[src/rtl/change_dispenser_if.sv]
// Signal bundle between the vending FSM / hopper hardware (master) and the change dispenser (slave).
interface change_dispenser_if;
  logic       charge_vld;
  logic [2:0] charge_coin;
  logic       det_1;
  logic       det_05;
  logic       err_clr;
  logic       hop1_en;
  logic       hop05_en;
  logic       busy;
  logic       chg_done;
  logic       jam_err;
  logic       req_full;
  logic       req_drop;

  modport master (
    output charge_vld, charge_coin, det_1, det_05, err_clr,
    input  hop1_en, hop05_en, busy, chg_done, jam_err, req_full, req_drop
  );

  modport slave (
    input  charge_vld, charge_coin, det_1, det_05, err_clr,
    output hop1_en, hop05_en, busy, chg_done, jam_err, req_full, req_drop
  );
endinterface

[src/rtl/change_dispenser.sv]
// Queues change requests and pays each out coin by coin through the 1.0 and 0.5 hoppers,
// confirming every coin by its exit sensor and flagging a jam on timeout.
module change_dispenser #(
  parameter int unsigned FIFO_DEPTH  = 4,
  parameter int unsigned PULSE_CYC   = 8,
  parameter int unsigned GAP_CYC     = 4,
  parameter int unsigned TIMEOUT_CYC = 64
) (
  input  logic               clk,
  input  logic               rst_n,
  change_dispenser_if.slave  bus
);

  localparam int unsigned PW  = $clog2(FIFO_DEPTH);
  localparam int unsigned CW  = $clog2(FIFO_DEPTH + 1);
  localparam int unsigned PCW = $clog2(PULSE_CYC + 1);
  localparam int unsigned GCW = $clog2(GAP_CYC + 1);
  localparam int unsigned TCW = $clog2(TIMEOUT_CYC + 1);

  localparam logic [PW-1:0]  PTR_LAST   = PW'(FIFO_DEPTH - 1);
  localparam logic [CW-1:0]  CNT_FULL   = CW'(FIFO_DEPTH);
  localparam logic [PCW-1:0] PULSE_LAST = PCW'(PULSE_CYC - 1);
  localparam logic [GCW-1:0] GAP_LAST   = GCW'(GAP_CYC - 1);
  localparam logic [TCW-1:0] TMO_LAST   = TCW'(TIMEOUT_CYC - 1);

  typedef enum logic [2:0] {
    S_IDLE, S_LOAD, S_FEED, S_WAIT, S_GAP, S_DONE, S_ERR
  } state_e;

  state_e         state_q, state_d;
  logic [2:0]     mem_q [FIFO_DEPTH];
  logic [PW-1:0]  wr_ptr_q, rd_ptr_q;
  logic [CW-1:0]  cnt_q, cnt_d;
  logic [PCW-1:0] pulse_q, pulse_d;
  logic [GCW-1:0] gap_q, gap_d;
  logic [TCW-1:0] tmo_q, tmo_d;
  logic [1:0]     n1_q, n1_d;
  logic           n05_q, n05_d;
  logic           drop_q;

  logic req, full, push, pop, sel1, match;

  // Full is the registered count, so a pop in the same cycle never makes room for a push.
  assign full = (cnt_q == CNT_FULL);
  assign req  = bus.charge_vld && (bus.charge_coin != 3'd0);
  assign push = req && !full;
  assign pop  = (state_q == S_LOAD);

  always_comb begin
    cnt_d = cnt_q;
    unique case ({push, pop})
      2'b10:   cnt_d = cnt_q + CW'(1);
      2'b01:   cnt_d = cnt_q - CW'(1);
      default: cnt_d = cnt_q;
    endcase
  end

  always_ff @(posedge clk) begin
    if (push) mem_q[wr_ptr_q] <= bus.charge_coin;
  end

  always_ff @(posedge clk or negedge rst_n) begin
    if (!rst_n) begin
      wr_ptr_q <= '0;
      rd_ptr_q <= '0;
      cnt_q    <= '0;
      drop_q   <= 1'b0;
    end else begin
      if (push) wr_ptr_q <= (wr_ptr_q == PTR_LAST) ? '0 : wr_ptr_q + PW'(1);
      if (pop)  rd_ptr_q <= (rd_ptr_q == PTR_LAST) ? '0 : rd_ptr_q + PW'(1);
      cnt_q  <= cnt_d;
      drop_q <= req && full;
    end
  end

  assign sel1  = (n1_q != 2'd0);
  assign match = sel1 ? bus.det_1 : bus.det_05;

  always_comb begin
    state_d = state_q;
    pulse_d = pulse_q;
    gap_d   = gap_q;
    tmo_d   = tmo_q;
    n1_d    = n1_q;
    n05_d   = n05_q;
    unique case (state_q)
      S_IDLE: if (cnt_q != '0) state_d = S_LOAD;
      S_LOAD: begin
        n1_d    = mem_q[rd_ptr_q][2:1];
        n05_d   = mem_q[rd_ptr_q][0];
        pulse_d = '0;
        tmo_d   = '0;
        state_d = S_FEED;
      end
      S_FEED, S_WAIT: begin
        // A matching detect wins over both the pulse end and the timeout.
        if (match) begin
          if (sel1) n1_d = n1_q - 2'd1;
          else      n05_d = 1'b0;
          gap_d   = '0;
          state_d = S_GAP;
        end else if (tmo_q == TMO_LAST) begin
          state_d = S_ERR;
        end else begin
          tmo_d = tmo_q + TCW'(1);
          if (state_q == S_FEED) begin
            if (pulse_q == PULSE_LAST) state_d = S_WAIT;
            else                       pulse_d = pulse_q + PCW'(1);
          end
        end
      end
      S_GAP: begin
        if (gap_q == GAP_LAST) begin
          pulse_d = '0;
          tmo_d   = '0;
          state_d = ((n1_q != 2'd0) || n05_q) ? S_FEED : S_DONE;
        end else begin
          gap_d = gap_q + GCW'(1);
        end
      end
      S_DONE:  state_d = S_IDLE;
      S_ERR:   if (bus.err_clr) state_d = S_IDLE;
      default: state_d = S_IDLE;
    endcase
  end

  always_ff @(posedge clk or negedge rst_n) begin
    if (!rst_n) begin
      state_q <= S_IDLE;
      pulse_q <= '0;
      gap_q   <= '0;
      tmo_q   <= '0;
      n1_q    <= '0;
      n05_q   <= 1'b0;
    end else begin
      state_q <= state_d;
      pulse_q <= pulse_d;
      gap_q   <= gap_d;
      tmo_q   <= tmo_d;
      n1_q    <= n1_d;
      n05_q   <= n05_d;
    end
  end

  assign bus.hop1_en  = (state_q == S_FEED) && sel1;
  assign bus.hop05_en = (state_q == S_FEED) && !sel1;
  assign bus.busy     = (state_q != S_IDLE) || (cnt_q != '0);
  assign bus.chg_done = (state_q == S_DONE);
  assign bus.jam_err  = (state_q == S_ERR);
  assign bus.req_full = full;
  assign bus.req_drop = drop_q;

endmodule

[src/flat_wrapper.sv]
// flat-port wrapper written by rule: the top's interface ports become plain ports
module change_dispenser_flat 
#(
  parameter int unsigned FIFO_DEPTH  = 4,
  parameter int unsigned PULSE_CYC   = 8,
  parameter int unsigned GAP_CYC     = 4,
  parameter int unsigned TIMEOUT_CYC = 64
)
  (clk, rst_n, bus_charge_vld, bus_charge_coin, bus_det_1, bus_det_05, bus_err_clr, bus_hop1_en, bus_hop05_en, bus_busy, bus_chg_done, bus_jam_err, bus_req_full, bus_req_drop);
  change_dispenser_if bus_i ();
  input  logic clk;
  input  logic rst_n;
  input wire logic [$bits(bus_i.charge_vld)-1:0] bus_charge_vld;
  input wire logic [$bits(bus_i.charge_coin)-1:0] bus_charge_coin;
  input wire logic [$bits(bus_i.det_1)-1:0] bus_det_1;
  input wire logic [$bits(bus_i.det_05)-1:0] bus_det_05;
  input wire logic [$bits(bus_i.err_clr)-1:0] bus_err_clr;
  output wire logic [$bits(bus_i.hop1_en)-1:0] bus_hop1_en;
  output wire logic [$bits(bus_i.hop05_en)-1:0] bus_hop05_en;
  output wire logic [$bits(bus_i.busy)-1:0] bus_busy;
  output wire logic [$bits(bus_i.chg_done)-1:0] bus_chg_done;
  output wire logic [$bits(bus_i.jam_err)-1:0] bus_jam_err;
  output wire logic [$bits(bus_i.req_full)-1:0] bus_req_full;
  output wire logic [$bits(bus_i.req_drop)-1:0] bus_req_drop;
  assign bus_i.charge_vld = bus_charge_vld;
  assign bus_i.charge_coin = bus_charge_coin;
  assign bus_i.det_1 = bus_det_1;
  assign bus_i.det_05 = bus_det_05;
  assign bus_i.err_clr = bus_err_clr;
  assign bus_hop1_en = bus_i.hop1_en;
  assign bus_hop05_en = bus_i.hop05_en;
  assign bus_busy = bus_i.busy;
  assign bus_chg_done = bus_i.chg_done;
  assign bus_jam_err = bus_i.jam_err;
  assign bus_req_full = bus_i.req_full;
  assign bus_req_drop = bus_i.req_drop;
  change_dispenser #(.FIFO_DEPTH(FIFO_DEPTH), .PULSE_CYC(PULSE_CYC), .GAP_CYC(GAP_CYC), .TIMEOUT_CYC(TIMEOUT_CYC)) u_core (.clk(clk), .rst_n(rst_n), .bus(bus_i));
endmodule
[config.mk]
export PLATFORM = sky130hd
export DESIGN_NAME = change_dispenser_flat
export DESIGN_NICKNAME = d
export VERILOG_FILES = /design/src/rtl/change_dispenser_if.sv /design/src/rtl/change_dispenser.sv /design/src/flat_wrapper.sv
export SDC_FILE = /design/constraint.sdc
export NUM_CORES = 1
export LEC_CHECK = 0
export CORE_AREA = 4 4 68 70
export DETAILED_ROUTE_END_ITERATION = 8
export DIE_AREA = 0 0 72 74
export GPL_ROUTABILITY_DRIVEN = 0
export PLACE_DENSITY = 0.8
export SLEW_MARGIN = 15
export SYNTH_ARGS = -nofsm -noshare
export SYNTH_HDL_FRONTEND = slang
export SYNTH_SLANG_ARGS = --single-unit
[constraint.sdc]
create_clock -name clk -period 2.35 [get_ports clk]
set_clock_uncertainty 0.15 [all_clocks]
set_input_delay 0.235 -clock clk [delete_from_list [all_inputs] [get_ports clk]]
set_output_delay 0.235 -clock clk [all_outputs]
set_load 0.03 [all_outputs]
* After elaboration in Yosys (flattened, before gate mapping)
Memory sizes are Yosys's and may differ from the RTL's. Cells that the tools add are included.
Storage, ports and cells: register bits after elaboration 28, memory bits (writable) 12, input port bits 9, output and inout bits 7, word-level logic and storage cells 105, memories kept 1
Cells by class: $add $sub $neg 8, equality and inequality tests 27, muxes and demuxes 34, reduce and logical (&&, ||, !) cells 25
Memory list:
- u_core.mem_q | words 4, bits a word 3, rd ports 1, clocked after memory_dff 0, write ports 1, RTL line change_dispenser.sv:31 | logic [2:0] mem_q [FIFO_DEPTH];
Operators with widths (number):
- $mux W3 | 10
- $mux W7 | 3
- $pmux W7 S3 | 1
- $mux W4 | 5
- $pmux W3 S5 | 1
- $eq A3 B3 Y1 const B | 4
- $ne A2 B2 Y1 const B | 6
- $pmux W3 S2 | 2
- $pmux W4 S3 | 1
- $reduce_bool A3 Y1 | 4
- $ne A2 B1 Y1 const B | 5
- $eq A3 B2 Y1 const B | 3
- $reduce_and A3 Y1 | 3
- $mux W2 | 4
- $ne A4 B1 Y1 const B | 2
- $reduce_bool A2 Y1 | 4
- $add A7 B1 Y7 const B | 1
- $eq A7 B6 Y1 const B | 1
- $add A3 B1 Y3 const B | 2
- $eq A2 B2 Y1 const B | 3
- $reduce_and A6 Y1 | 1
- $logic_and A1 B1 Y1 | 5
- $mux W1 | 5
- $reduce_and A5 Y1 | 1
- other kinds (14) | 17

* Longest topological paths before layout
depth in word-level cells 6, mapped depth 8, depth with buffers taken out 8

* Worst setup path after synthesis
OpenSTA, ideal clock, no wires.
path type flip-flop to flip-flop, from register u_core.cnt_q[0], to register u_core.cnt_q[1], library setup time 0.125 ns, data arrival time 2.457 ns, data required time 2.075 ns, path slack -0.382 ns, stages on the path, launching flop included 7, path buffers 0, period minus slack after synthesis 2.732 ns, path through dfrtp_1 -> nor3b_1 -> nor2_1 -> inv_1 -> ha_1 -> fa_1 -> mux2_2
Between the ends: longest elaborated chain between the ends 5, elaborated cells between the ends (all ways) 9, classes of those cells add/sub: 2; eq/ne: 3; mux: 1; reduce/logical: 3
Ends and longest elaborated chain:
- start: declaration | RTL line change_dispenser.sv:33 | logic [CW-1:0] cnt_q, cnt_d;
- start signal: assignment | RTL line change_dispenser.sv:71 | cnt_q <= cnt_d;
- $eq A3 B3 Y1 (*) | RTL line change_dispenser.sv:44 | assign full = (cnt_q == CNT_FULL);
- net bus_req_full | RTL line flat_wrapper.sv:23 | output wire logic [$bits(bus_i.req_full)-1:0] bus_req_full;
- $logic_not A1 Y1 (*) | RTL line change_dispenser.sv:46 | assign push = req && !full;
- $logic_and A1 B1 Y1 (*) | RTL line change_dispenser.sv:46
- $eq A2 B1 Y1 / $eq A2 B2 Y1 (equally long branches) | RTL line change_dispenser.sv:51 | unique case ({push, pop})
- $pmux W3 S2 (*) | RTL line change_dispenser.sv:51
- net u_core.cnt_d[1] | RTL line change_dispenser.sv:33
The timed path passes the listed nets; every way through them passes the cells marked *. A chain may end at the register's enable or synchronous reset.

* Worst setup path in the final report
from register u_core.state_q[0], to register u_core.cnt_q[1]
Between the ends: longest elaborated chain between the ends 3, elaborated cells between the ends (all ways) 5, classes of those cells eq/ne: 3; mux: 1; reduce/logical: 1
Ends and longest elaborated chain:
- start: declaration | RTL line change_dispenser.sv:30 | state_e state_q, state_d;
- start signal: assignment | RTL line change_dispenser.sv:136 | state_q <= state_d;
- $eq A3 B1 Y1 (*) | RTL line change_dispenser.sv:47 | assign pop = (state_q == S_LOAD);
- $eq A2 B1 Y1 / $eq A2 B2 Y1 (equally long branches) | RTL line change_dispenser.sv:51
- $pmux W3 S2 (*) | RTL line change_dispenser.sv:51
- net u_core.cnt_d[1] | RTL line change_dispenser.sv:33
Marked as above.

==> run summary <==
Post-Syn Area per Cell = 11.10 sq um
Crit path capture type = register
CTS tree = done
Post-synth EDFFs = 12
Top-count cell post-synth = dfrtp_1
Vias in the first global route = 1493
Remaining Overflow, GRT = 0
Max clock buf depth = 2
Placed Cells = 265
Layout Cells excl Fill = 273
Relative slew margins = 61.11%
Layout cells sized above 1 = 16.14%
CP Data Required Time = 2.38 ns
Post-layout util = 64.56%
Starting Density = 54.79%
Starting DRC count in detailed routing = 192
Hold Buf Count CTS = 0
Register area share after synthesis = 48.76%
Final WL = 4236 um
Post-synth top flop = dfrtp_1
Max-cap violations = 0
Leak = 1.108 nW
Clock Sinks = 40
Yosys warns = 0
Area Overhead vs Synth = 17.83%
Slew at the pin closest to its max-slew limit = 0.5820 ns
Gr usage total = 17.64%
Slowest-stage cell, CP = dfrtp_1
1st-pass router iterations = 5
Startpoint types = register
DIE HEIGHT = 74 um
Setup CP Type = register to register
Worst IR Drop VDD = 0.0006646 V
Largest net degree at the start of global routing = 29
H-tree Lvls = 2
#FFs+latches synth = 40
Type of the worst min-delay path = input pin to asynchronous set/reset pin
Crit-path cells = nand2b_1 -> nor2_1 -> ha_1 -> fa_1 -> mux2_2
Die Span X = 72 um
Pwr per Cell Area = 1184 nW/um^2
Worst skew pair latency = 0.29 ns
Hold Fails Final Rpt = 0
Buffers on Ports = 15
# diodes = 0
# IOs = 16
First-pass GRT wire length = 7120 um
Post-Synthesis Cells = 196
Count of pins over their slew limit = 0
Fin crit share = 94.19%
Synth Net Count = 217
Area leader, netlist = dfrtp_1
Worst endpoint data arrival time = 2.24 ns
Netlist cell types = 52
FP Rows = 23
Vias = 1573
Initial antenna violation count = 0
Total CTS buffers = 5
Min Tclk post-route = 2.213 ns
Fin Hold WS = 0.1655 ns
Ys async rst share = 70.00%
WL/cell = 15.52 um
Post-Syn Area = 2176 sq um
CP max FO = 12
Die area = 5328 sq um
Unrepaired setup endpoints after global routing = no
DR vias/cell = 5.762
Fmax = 0.4518 GHz
Total Power = 0.003035 W
Most common library cells after synthesis = dfrtp_1 (28), nor2_1 (14), o21ai_0 (14)
# DRC = 0
Hpwl dp = 3148 um
Final setup fails = 0
Clk root buf = clkbuf_8
Clk pin slew, worst setup/hold paths = 0.08 ns
Final #Nets = 243
Core box area = 3971 sq um
Max incr delay on CP = 0.57 ns
# fillers = 311
Post-synth top area share = 32.20%
Ranking of synthesized cells by area = dfrtp_1 (32%), edfxtp_1 (17%), ha_1 (6.3%), o21ai_0 (3.2%), mux4_2 (3.1%)
Remaining antenna violation count = 0
Run status = completed
[per-stage QoR]
step                      TNS [ns]  setup WS, ns  cell area [sq um]
after floorplan                  0        0.1284               2187
after global placement           0       0.03495               2439
after detailed placement  -0.05551      -0.03697               2439
after CTS                        0       0.06526               2559
after global routing             0       0.02566               2564
final                            0        0.1366               2564
[sequential cells by signal, summed over array words and instances, names as in the netlist]
register             flops
u_core.mem_q            12
u_core.rd_ptr_q          2
u_core.n1_q              2
u_core.pulse_q           4
u_core.gap_q             3
u_core.n05_q             1
u_core.cnt_q             3
u_core.state_q           3
u_core.bus.req_drop      1
u_core.wr_ptr_q          2
u_core.tmo_q             7
[per-layer routing]
| metal | track usage, % | wire length (um) |
|---|---|---|
| met1 | 23.53 | 1916 |
| met2 | 27.35 | 1968 |
| met3 | 4.730 | 238 |
| met4 | 7.724 | 112 |
| met5 | 0 | 0 |
[power by group]
| group | internal, W | switching [W] |
|---|---|---|
| logic | 0.000625 | 0.000686 |
| clock network | 0.000347 | 0.000238 |
| registers | 0.000923 | 0.000215 |
[path summary, 6_finish.rpt]
kind                                          startpoint                             to  slack [ns]  cells after the start
hold / removal                                     rst_n    u_core.tmo_q[1]$_DFFE_PN0P_        0.17                      2
setup reg to reg           u_core.state_q[0]$_DFFE_PN0P_    u_core.cnt_q[1]$_DFFE_PN0P_        0.14                      5
max in group asynchronous                          rst_n  u_core.pulse_q[1]$_DFFE_PN0P_        1.61                      2
min in group clk             u_core.tmo_q[5]$_DFFE_PN0P_    u_core.tmo_q[5]$_DFFE_PN0P_        0.33                      1
hold reg to reg              u_core.tmo_q[5]$_DFFE_PN0P_    u_core.tmo_q[5]$_DFFE_PN0P_        0.33                      1
setup / recovery           u_core.state_q[0]$_DFFE_PN0P_    u_core.cnt_q[1]$_DFFE_PN0P_        0.14                      5
[layout by cell type, fill, tap and decap left out, types with 3 or more instances in the layout]
master / synthesis / final
a21boi_0: 3 / 3
a21oi_1: 9 / 9
a2bb2oi_1: 4 / 4
and2_1: 4 / 4
and3_1: 5 / 5
buf_4: 1 / 12
clkbuf_8: 0 / 6
clkdlybuf4s50_1: 0 / 11
dfrtp_1: 28 / 28
edfxtp_1: 12 / 12
ha_1: 11 / 11
inv_1: 12 / 12
mux2_2: 4 / 4
mux2i_1: 4 / 4
mux4_2: 3 / 3
nand2_1: 11 / 11
nand2b_1: 3 / 3
nand3_1: 7 / 7
nand3b_1: 4 / 4
nor2_1: 14 / 14
o21ai_0: 14 / 14
[final cells by class]
class	instances	area (sq um)	share of cell area, %
Clock buffer	6	82.58	3.221
Clock inverter	2	38.79	1.513
Inverter	12	45.04	1.757
Multi-Input combinational cell	137	1040	40.56
Sequential cell	40	1061	41.39
Tap cell	50	62.56	2.440
Timing Repair Buffer	26	234.0	9.126
[critical path, delay by kind of cell (launching register included)]
kind,cells,cell delay [ns]
adders and majority gates,2,0.66
muxes,1,0.27
and+or+nand+nor,2,0.45
DFF,1,0.57
[kinds of logic after synthesis]
family | count (synthesis) | share of synthesized area [%]
DFF | 40 | 48.76
muxes | 13 | 8.337
AOI/OAI and AO/OA | 47 | 15.01
adders and majority gates | 12 | 7.245
and+or+nand+nor | 62 | 15.47
xor gates and xnor gates | 3 | 1.208
buffers and inverters | 19 | 3.968
[timing repair]
item,4_1_cts,5_1_grt
setup endpoints to repair,1,2
setup buffers,0,0
gates cloned,0,0
endpoints found under the hold margin,0,0
resized for setup,1,2
No activity file was read; power rests on OpenSTA's default activity.
